$ cat config.mk
export PLATFORM = sky130hd
export DESIGN_NAME = trace_capture_ctrl
export DESIGN_NICKNAME = d
export VERILOG_FILES = /design/src/rtl/trace_capture_ctrl_pkg.sv /design/src/rtl/trace_capture_ctrl_sample_strobe_gen.sv /design/src/rtl/trace_capture_ctrl.sv
export SDC_FILE = /design/constraint.sdc
export NUM_CORES = 2
export LEC_CHECK = 0
export BUFFER_PORTS_ARGS = -buffer_cell sky130_fd_sc_hd__buf_2
export CAP_MARGIN = 20
export CORE_MARGIN = 8
export CORE_UTILIZATION = 50
export CTS_BUF_LIST = sky130_fd_sc_hd__clkbuf_4
export DETAILED_ROUTE_END_ITERATION = 10
export PLACE_DENSITY = 0.77
export SLEW_MARGIN = 0
export SYNTH_ARGS = -nofsm -noshare
export SYNTH_HDL_FRONTEND = slang
export SYNTH_HIERARCHICAL = 1
export SYNTH_SLANG_ARGS = --single-unit
$ cat constraint.sdc
create_clock -name clk -period 166.1 [get_ports clk]
set_input_delay 24.915 -clock clk [delete_from_list [all_inputs] [get_ports clk]]
set_output_delay 24.915 -clock clk [all_outputs]
set_load 0.01 [all_outputs]
$ cat src/rtl/trace_capture_ctrl_pkg.sv
`default_nettype none
// ============================================================================
// Module      : trace_capture_ctrl_pkg
// Description : Shared state encoding and default frame geometry for the
//               trace capture controller and the pixel-status renderer.
// Revision    : 1.0 - initial release
// ============================================================================
package trace_capture_ctrl_pkg;

    localparam int c_DEFAULT_DATA_SIZE = 256;
    localparam int c_DEFAULT_CHANNELS  = 4;

    typedef enum logic [1:0] {
        ST_IDLE    = 2'd0,
        ST_ARMED   = 2'd1,
        ST_CAPTURE = 2'd2,
        ST_PENDING = 2'd3
    } state_t;

endpackage
`default_nettype wire

$ cat src/rtl/trace_capture_ctrl_sample_strobe_gen.sv
`default_nettype none
// ============================================================================
// Module      : sample_strobe_gen
// Description : Sample-rate divider; one strobe every sample_div+1 cycles.
// Revision    : 1.0 - initial release
// ============================================================================
module sample_strobe_gen #(
    parameter int DIV_WIDTH = 16
) (
    input  logic                 clk,
    input  logic                 reset,
    input  logic                 clear,
    input  logic [DIV_WIDTH-1:0] sample_div,
    output logic                 strobe
);

    logic [DIV_WIDTH-1:0] count_q;
    logic [DIV_WIDTH-1:0] count_d;

    // >= rather than == so a divisor lowered below the running count wraps
    // at once instead of running all the way around the counter.
    assign strobe = (count_q >= sample_div);

    always_comb begin
        count_d = count_q + DIV_WIDTH'(1);
        if (clear || strobe) begin
            count_d = '0;
        end
    end

    always_ff @(posedge clk or posedge reset) begin
        if (reset) begin
            count_q <= '0;
        end else begin
            count_q <= count_d;
        end
    end

endmodule
`default_nettype wire

$ cat src/rtl/trace_capture_ctrl.sv
`default_nettype none
// ============================================================================
// Module      : trace_capture_ctrl
// Description : Triggered multi-channel trace capture with a vblank-aligned
//               hand-off to a double-buffered display frame.
// Revision    : 1.0 - initial release
// ============================================================================
module trace_capture_ctrl
    import trace_capture_ctrl_pkg::*;
#(
    parameter int DATA_SIZE = c_DEFAULT_DATA_SIZE,
    parameter int CHANNELS  = c_DEFAULT_CHANNELS,
    parameter int DIV_WIDTH = 16
) (
    input  logic                          clk,
    input  logic                          reset,
    input  logic [CHANNELS-1:0]           ch_in,
    input  logic                          arm,
    input  logic                          abort,
    input  logic [$clog2(CHANNELS)-1:0]   trig_ch,
    input  logic                          trig_rise,
    input  logic [DIV_WIDTH-1:0]          sample_div,
    input  logic                          vblank,
    output logic [CHANNELS*DATA_SIZE-1:0] data_out,
    output logic                          busy,
    output logic                          frame_done
);

    localparam int                IDX_W      = $clog2(DATA_SIZE);
    localparam logic [IDX_W-1:0]  c_LAST_IDX = IDX_W'(DATA_SIZE - 1);

    state_t                        state_q, state_d;
    logic [CHANNELS-1:0]           sync1_q, sync2_q;
    logic                          vblank_q;
    logic                          prev_q, prev_d;
    logic                          prev_vld_q, prev_vld_d;
    logic [IDX_W-1:0]              idx_q, idx_d;
    logic [CHANNELS*DATA_SIZE-1:0] data_out_q;
    logic                          frame_done_q;
    logic [CHANNELS*DATA_SIZE-1:0] cap_w;
    logic                          wr_en_w;
    logic [IDX_W-1:0]              wr_idx_w;
    logic                          xfer_w;
    logic                          strobe_w;
    logic                          div_clear_w;
    logic                          trig_smp_w;

    sample_strobe_gen #(
        .DIV_WIDTH (DIV_WIDTH)
    ) u_strobe (
        .clk        (clk),
        .reset      (reset),
        .clear      (div_clear_w),
        .sample_div (sample_div),
        .strobe     (strobe_w)
    );

    assign trig_smp_w  = sync2_q[trig_ch];
    assign div_clear_w = (state_q != ST_ARMED) && (state_d == ST_ARMED);

    always_comb begin
        state_d    = state_q;
        idx_d      = idx_q;
        prev_d     = prev_q;
        prev_vld_d = prev_vld_q;
        wr_en_w    = 1'b0;
        wr_idx_w   = idx_q;
        xfer_w     = 1'b0;
        case (state_q)
            ST_IDLE: begin
                if (arm) begin
                    state_d    = ST_ARMED;
                    prev_vld_d = 1'b0;
                end
            end
            ST_ARMED: begin
                if (strobe_w) begin
                    prev_d     = trig_smp_w;
                    prev_vld_d = 1'b1;
                    if (prev_vld_q && (trig_rise ? (!prev_q && trig_smp_w)
                                                 : (prev_q && !trig_smp_w))) begin
                        state_d  = ST_CAPTURE;
                        wr_en_w  = 1'b1;
                        wr_idx_w = '0;
                        idx_d    = IDX_W'(1);
                    end
                end
            end
            ST_CAPTURE: begin
                if (strobe_w) begin
                    wr_en_w = 1'b1;
                    if (idx_q == c_LAST_IDX) begin
                        state_d = ST_PENDING;
                    end else begin
                        idx_d = idx_q + IDX_W'(1);
                    end
                end
            end
            ST_PENDING: begin
                if (vblank && !vblank_q) begin
                    xfer_w  = 1'b1;
                    state_d = ST_IDLE;
                end
            end
            default: state_d = ST_IDLE;
        endcase
        if (abort) begin
            state_d = ST_IDLE;
            wr_en_w = 1'b0;
            xfer_w  = 1'b0;
        end
    end

    always_ff @(posedge clk or posedge reset) begin
        if (reset) begin
            state_q      <= ST_IDLE;
            sync1_q      <= '0;
            sync2_q      <= '0;
            vblank_q     <= 1'b0;
            prev_q       <= 1'b0;
            prev_vld_q   <= 1'b0;
            idx_q        <= '0;
            data_out_q   <= '0;
            frame_done_q <= 1'b0;
        end else begin
            state_q      <= state_d;
            sync1_q      <= ch_in;
            sync2_q      <= sync1_q;
            vblank_q     <= vblank;
            prev_q       <= prev_d;
            prev_vld_q   <= prev_vld_d;
            idx_q        <= idx_d;
            frame_done_q <= xfer_w;
            if (xfer_w) begin
                data_out_q <= cap_w;
            end
        end
    end

    generate
        for (genvar c = 0; c < CHANNELS; c++) begin : g_ch
            logic [DATA_SIZE-1:0] buf_q;

            always_ff @(posedge clk or posedge reset) begin
                if (reset) begin
                    buf_q <= '0;
                end else if (wr_en_w) begin
                    buf_q[wr_idx_w] <= sync2_q[c];
                end
            end

            assign cap_w[c*DATA_SIZE +: DATA_SIZE] = buf_q;
        end
    endgenerate

    assign data_out   = data_out_q;
    assign busy       = (state_q != ST_IDLE);
    assign frame_done = frame_done_q;

endmodule
`default_nettype wire

Word level (Yosys, flattened, before mapping)
Index checks and enable logic that the tools add are counted.

word-level totals
  register bits after elaboration = 2086
  input bits = 28
  output and inout port bits = 1026
  word-level logic and storage cells = 85

cells by class
  $add $sub $neg = 2
  order comparisons = 4
  equal/unequal tests = 11
  muxes and demuxes = 37
  reduce and logical (&&, ||, !) cells = 17

operators with widths
  operator               number
  $bwmux 256             4
  $mux 8                 7
  $add 16x1->16 const B  1
  $ge 16x16->1           1
  $mux 16                1
  $pmux 8 s2             1
  $mux 2                 7
  $mux 1                 12
  $lt 8x9->1 const B     1
  $add 8x1->8 const B    1
  $demux 1 s8            1
  $eq 8x8->1 const B     1
  $ge 8x1->1 const B     1
  $pmux 2 s4             1
  $logic_and 1x1->1      6
  $ne 2x1->1 const B     3
  $ne 2x2->1 const B     3
  $reduce_bool 2->1      3
  $reduce_and 5->1       1
  $eq 2x1->1 const B     2
  $eq 2x2->1 const B     2
  $pmux 1 s2             2
  $logic_not 1->1        3
  $lt 2x3->1 const B     1
  5 further kinds        5

Logic depth before layout (Yosys ltp)
  word-level depth = 14
  gate-level depth with buffers = 16
  gate-level depth less buffers = 13

Cells and area by module
Netlist, hierarchy kept.

modules (own cells, without submodules)
  module              times used  cells each  area each (um^2)  seq. area each (um^2)
  trace_capture_ctrl  1           4900        78527.8           51799.7
  sample_strobe_gen   1           132         1198.6            400.4

Least setup slack after synthesis
No wires, ideal clock.

  path type = input port to flip-flop
  start point = input sample_div[11]
  end point = register g_ch[0].buf_q[105]
  setup time = 0.125 ns
  data arrival time = 27.813 ns
  data required time = 165.975 ns
  slack = 138.162 ns
  stages on the path = 13
  buffers on the path = 3
  path through = inv_1 -> ha_1 -> a21oi_1 -> o21ai_0 -> a211oi_4 -> nand3_1 -> buf_2 -> nand3_1 -> clkbuf_1 -> buf_1 -> o2111ai_2 -> nor2_1 -> mux2_2

on the way
  cells in the longest elaborated chain, start to end = 8
  elaborated cells on any way between the ends = 13
  classes of those cells = order compare: 3; mux: 9; reduce/logical: 1

ends and longest elaborated chain
  item                                                            RTL line                                    source
  start, declared                                                 trace_capture_ctrl.sv:22                    input logic [DIV_WIDTH-1:0] sample_div,
  $ge 16x16->1 *                                                  trace_capture_ctrl_sample_strobe_gen.sv:22  assign strobe = (count_q >= sample_div);
  net strobe_w                                                    trace_capture_ctrl.sv:44                    logic strobe_w;
  $mux 8                                                          trace_capture_ctrl.sv:77                    if (strobe_w) begin
  $mux 8                                                          trace_capture_ctrl.sv:69                    case (state_q)
  $lt 8x9->1 (implied by the code) or $ge 8x1->1 (tied branches)  trace_capture_ctrl.sv:148                   buf_q[wr_idx_w] <= sync2_q[c];
  $logic_and 1x1->1 (implied by the code)                         trace_capture_ctrl.sv:148
  $mux 1 (implied by the code)                                    trace_capture_ctrl.sv:148
  $demux 1 s8                                                     trace_capture_ctrl.sv:148
  $bwmux 256                                                      trace_capture_ctrl.sv:148
  end signal, assigned by index                                   trace_capture_ctrl.sv:148
  end, declared                                                   trace_capture_ctrl.sv:142                   logic [DATA_SIZE-1:0] buf_q;

The timed path passes the listed nets; every way through them passes the cells marked *.
A chain may end at the register's enable or synchronous reset.

==> results.yml <==
layout:
  syn2layout_area_growth_pct: 18.23
  final_cell_area_um2: 94260
  drive_gt1_frac: 0.6002
  layout.nets: 6513
  fin_util: 0.5951
yosys:
  synth-seq-cells: 2086
  async_flop_share: 1.000
  yosysSeqAreaShare: 0.6547
  netlist_instances: 5032
  yosysTopAreaCellShare: 0.6547
  yosysWarnings: 6
  ys_types: 65
  synth-edff-count: 0
  synth_area_um2: 79730
  synth.avg_cell_area_um2: 15.84
  synthFlopType: "dfrtp_1"
  syn-num-nets: 5082
  synthTopCellsByArea: "dfrtp_1 (65%), mux2_2 (29%), clkbuf_1 (1.2%)"
  yosysTopAreaCell: "dfrtp_1"
clock_tree:
  cts_resized: 0
  root_buffer: "clkbuf_4"
  cts.path.max_buffers: 4
  tritoncts: "done"
  post_cts_buffers: 0
  cts_max_level: 6
  cts.sinks: 2086
  cts_hold_buf: 0
  cts_buffers: 554
  cts.clk_slew.worst_paths_ns: 0.06
  clk_latency_ns: 1.36
sta:
  finalCriticalPeriod_ns: 28.46
  setup_violations: 0
  rsz0062_at_grt: "false"
  hold_viol: 0
  fin_setup_tns_ns: 0
  slew_violations: 0
  worst_slew_pin_slew_ns: 1.147
  slew_headroom: 0.2323
  clock-skew-final_ns: 0.1129
  fmax_mhz: 35.14
  finalCritPeriodShare: 0.1713
drt:
  wirelength_mm: 246.0
  routed_via_density: 5.550
  vias: 49324
  drtPass1Iterations: 5
  ant_nets: 0
  drc: 0
  drt_iter0_drc: 3456
  drt-wirelength-per-cell_um: 27.68
die:
  start_util: 0.5034
  num_rows: 146
  core_area_um2: 158400
  die_w_um: 415.3
  fp.dieH_um: 415.3
  die_area_um2: 172500
  io-pin-count: 1054
pwr:
  leakagePower_uw: 0.05154
  p_int_uw: 745.0
  switching_share: 0.2358
  cellPowerDensity_nw_per_um2: 10.34
  ir_worst_vdd_uv: 10.79
  p_seq_frac: 0.524
  pwr-share-comb: 0.032
  p_switching_uw: 229.9
  power.share.clock: 0.443
global_routing:
  grt_pass1_wl_mm: 357.8
  grt_overflow: 0
  grt_start_max_net_pins: 192
  grt_pass1_vias: 52594
  track_usage: 0.2788
  antenna_found_initial: 10
critical_path:
  cp-end-kind: "async pin"
  path_cells: "buf_2 > inv_8 > buf_16 > buf_12 > buf_4 > buf_4 > buf_12 > buf_4 > buf_16"
  worst-path-buf-inv: 9
  critical-path-top-delay-family: "buffers and inverters"
  cp_common_cell: "buf_4"
  cp.required_ns: 167.55
  cp-start-kind: "input pin"
  cp_max_fo: 191
  r2r-start: "u_strobe/count_q[13]"
  cpMaxStageDelayCell: "buf_4"
  arrival_ns: 29.91
  critPathKind: "input pin to async pin"
  startpoint: "reset"
  cpPeakStageDelay_ns: 0.72
placed_design:
  dp_hpwl_mm: 174.7
  dpl_cell_area_um2: 87420
  place.gp.congestion: 0.8918
  io_buffers: 1053
flow_run:
  cap_violations: 0
run_status:
  status: "completed"
min_path:
  min_from: "sync1_q[2]"
  hp-class: "flip-flop to flip-flop"
## cells in the mapped netlist (all sizes together), types with 2 or more instances
cell type	n
or3	2
nor2b	10
clkbuf	256
a41oi	2
nand3	56
xnor2	6
inv	26
nand4	34
xor2	8
nand2b	15
nand3b	3
nor4	4
a31oi	5
a211o	3
buf	28
and2	4
and3	6
o31ai	7
a211oi	6
or2	2
o211ai	11
o2111ai	7
ha	22
a2111oi	3
mux2	2051
a21oi	10
nor2	186
o21ai	10
nand2	92
nor3	52
dfrtp	2086
a2111o	2
## routing by layer
metal / share of wire / global-route usage
met2: 0.47 / 0.4396
met5: 0.000081 / 0
met4: 0.072 / 0.1831
met1: 0.39 / 0.3390
met3: 0.062 / 0.07482
## final timing paths
kind | cells after the start | endpoint | slack (ns)
min reg2reg | 0 | sync2_q[2] | 0.35
min | 0 | sync2_q[2] | 0.35
max in group clk | 11 | g_ch[1].buf_q[13] | 137.81
max reg2reg | 9 | g_ch[1].buf_q[13] | 161.09
min in group asynchronous | 2 | g_ch[1].buf_q[39] | 23.52
max | 9 | data_out[207] | 137.64
## sequential cells by signal, summed over array words and instances, names as in the netlist
register / count
u_strobe/count_q: 16
vblank_q: 1
data_out: 1024
sync2_q: 4
prev_q: 1
state_q: 2
sync1_q: 4
prev_vld_q: 1
frame_done: 1
idx_q: 8
g_ch.buf_q: 1024
## final cells by class
type | count | area [um^2]
Inverter | 27 | 108.9
Antenna cell | 7 | 17.52
Timing Repair Buffer | 1159 | 6327
Sequential cell | 2086 | 52220
Clock buffer | 793 | 5953
Tap cell | 2072 | 2592
Fill cell | 12230 | 64120
Clock inverter | 109 | 626.9
Multi-Input combinational cell | 2635 | 26420
## cells by family after synthesis
kind of cell	after synthesis	synth area share
muxes	2053	0.2901
DFF	2086	0.6547
AOI/OAI and AO/OA	74	0.007439
adders and majority gates	22	0.003453
buffers and inverters	311	0.01510
xor gates and xnor gates	14	0.001538
and+or+nand+nor	472	0.02764
## cell usage in the layout (no fill, tap or decap), types with 5 or more instances in the layout
cell / netlist / routed
a21oi_1: 10 / 10
xnor2_1: 6 / 6
buf_2: 14 / 1055
nor3_1: 51 / 45
nand2b_1: 14 / 14
nand4_1: 34 / 34
diode_2: 0 / 7
nor2_1: 175 / 173
nor2b_1: 10 / 7
nand2_1: 92 / 91
nor2_2: 10 / 11
ha_1: 22 / 22
a31oi_1: 5 / 5
mux2_2: 2047 / 2047
o31ai_1: 7 / 7
inv_2: 0 / 18
clkbuf_4: 0 / 793
clkinv_1: 1 / 73
clkinv_2: 0 / 6
buf_6: 2 / 5
buf_16: 0 / 8
inv_1: 26 / 25
o211ai_1: 9 / 9
buf_12: 0 / 7
nand3_1: 55 / 55
bufinv_16: 0 / 7
buf_4: 1 / 84
and3_1: 6 / 6
dfrtp_1: 2086 / 2081
xor2_1: 8 / 8
o21ai_0: 9 / 9
nor3_2: 1 / 7
## stage by stage
stage	cells	total power, uW	setup slack [ns]	hold WS [ns]
6_report	8888	974.9	137.64	0.3514
3_5_place_dp	7969	552.1	135.87	0.3379
2_1_floorplan	5032	543.3	82.71	0.3312
4_1_cts	8871	986.8	137.37	0.3513
5_1_grt	8885	1018	137.07	0.3543
3_3_place_gp	7962	551.5	135.93	0.3360
## power by group through the flow
stage	registers [uW]	logic [uW]	clock network, uW
6_report	511	31.6	432
5_1_grt	511	35.3	472
4_1_cts	511	31.6	444
3_5_place_dp	521	31.6	0
3_3_place_gp	520	31.0	0
2_1_floorplan	521	22.0	0
(Power assumes the default switching activity.)
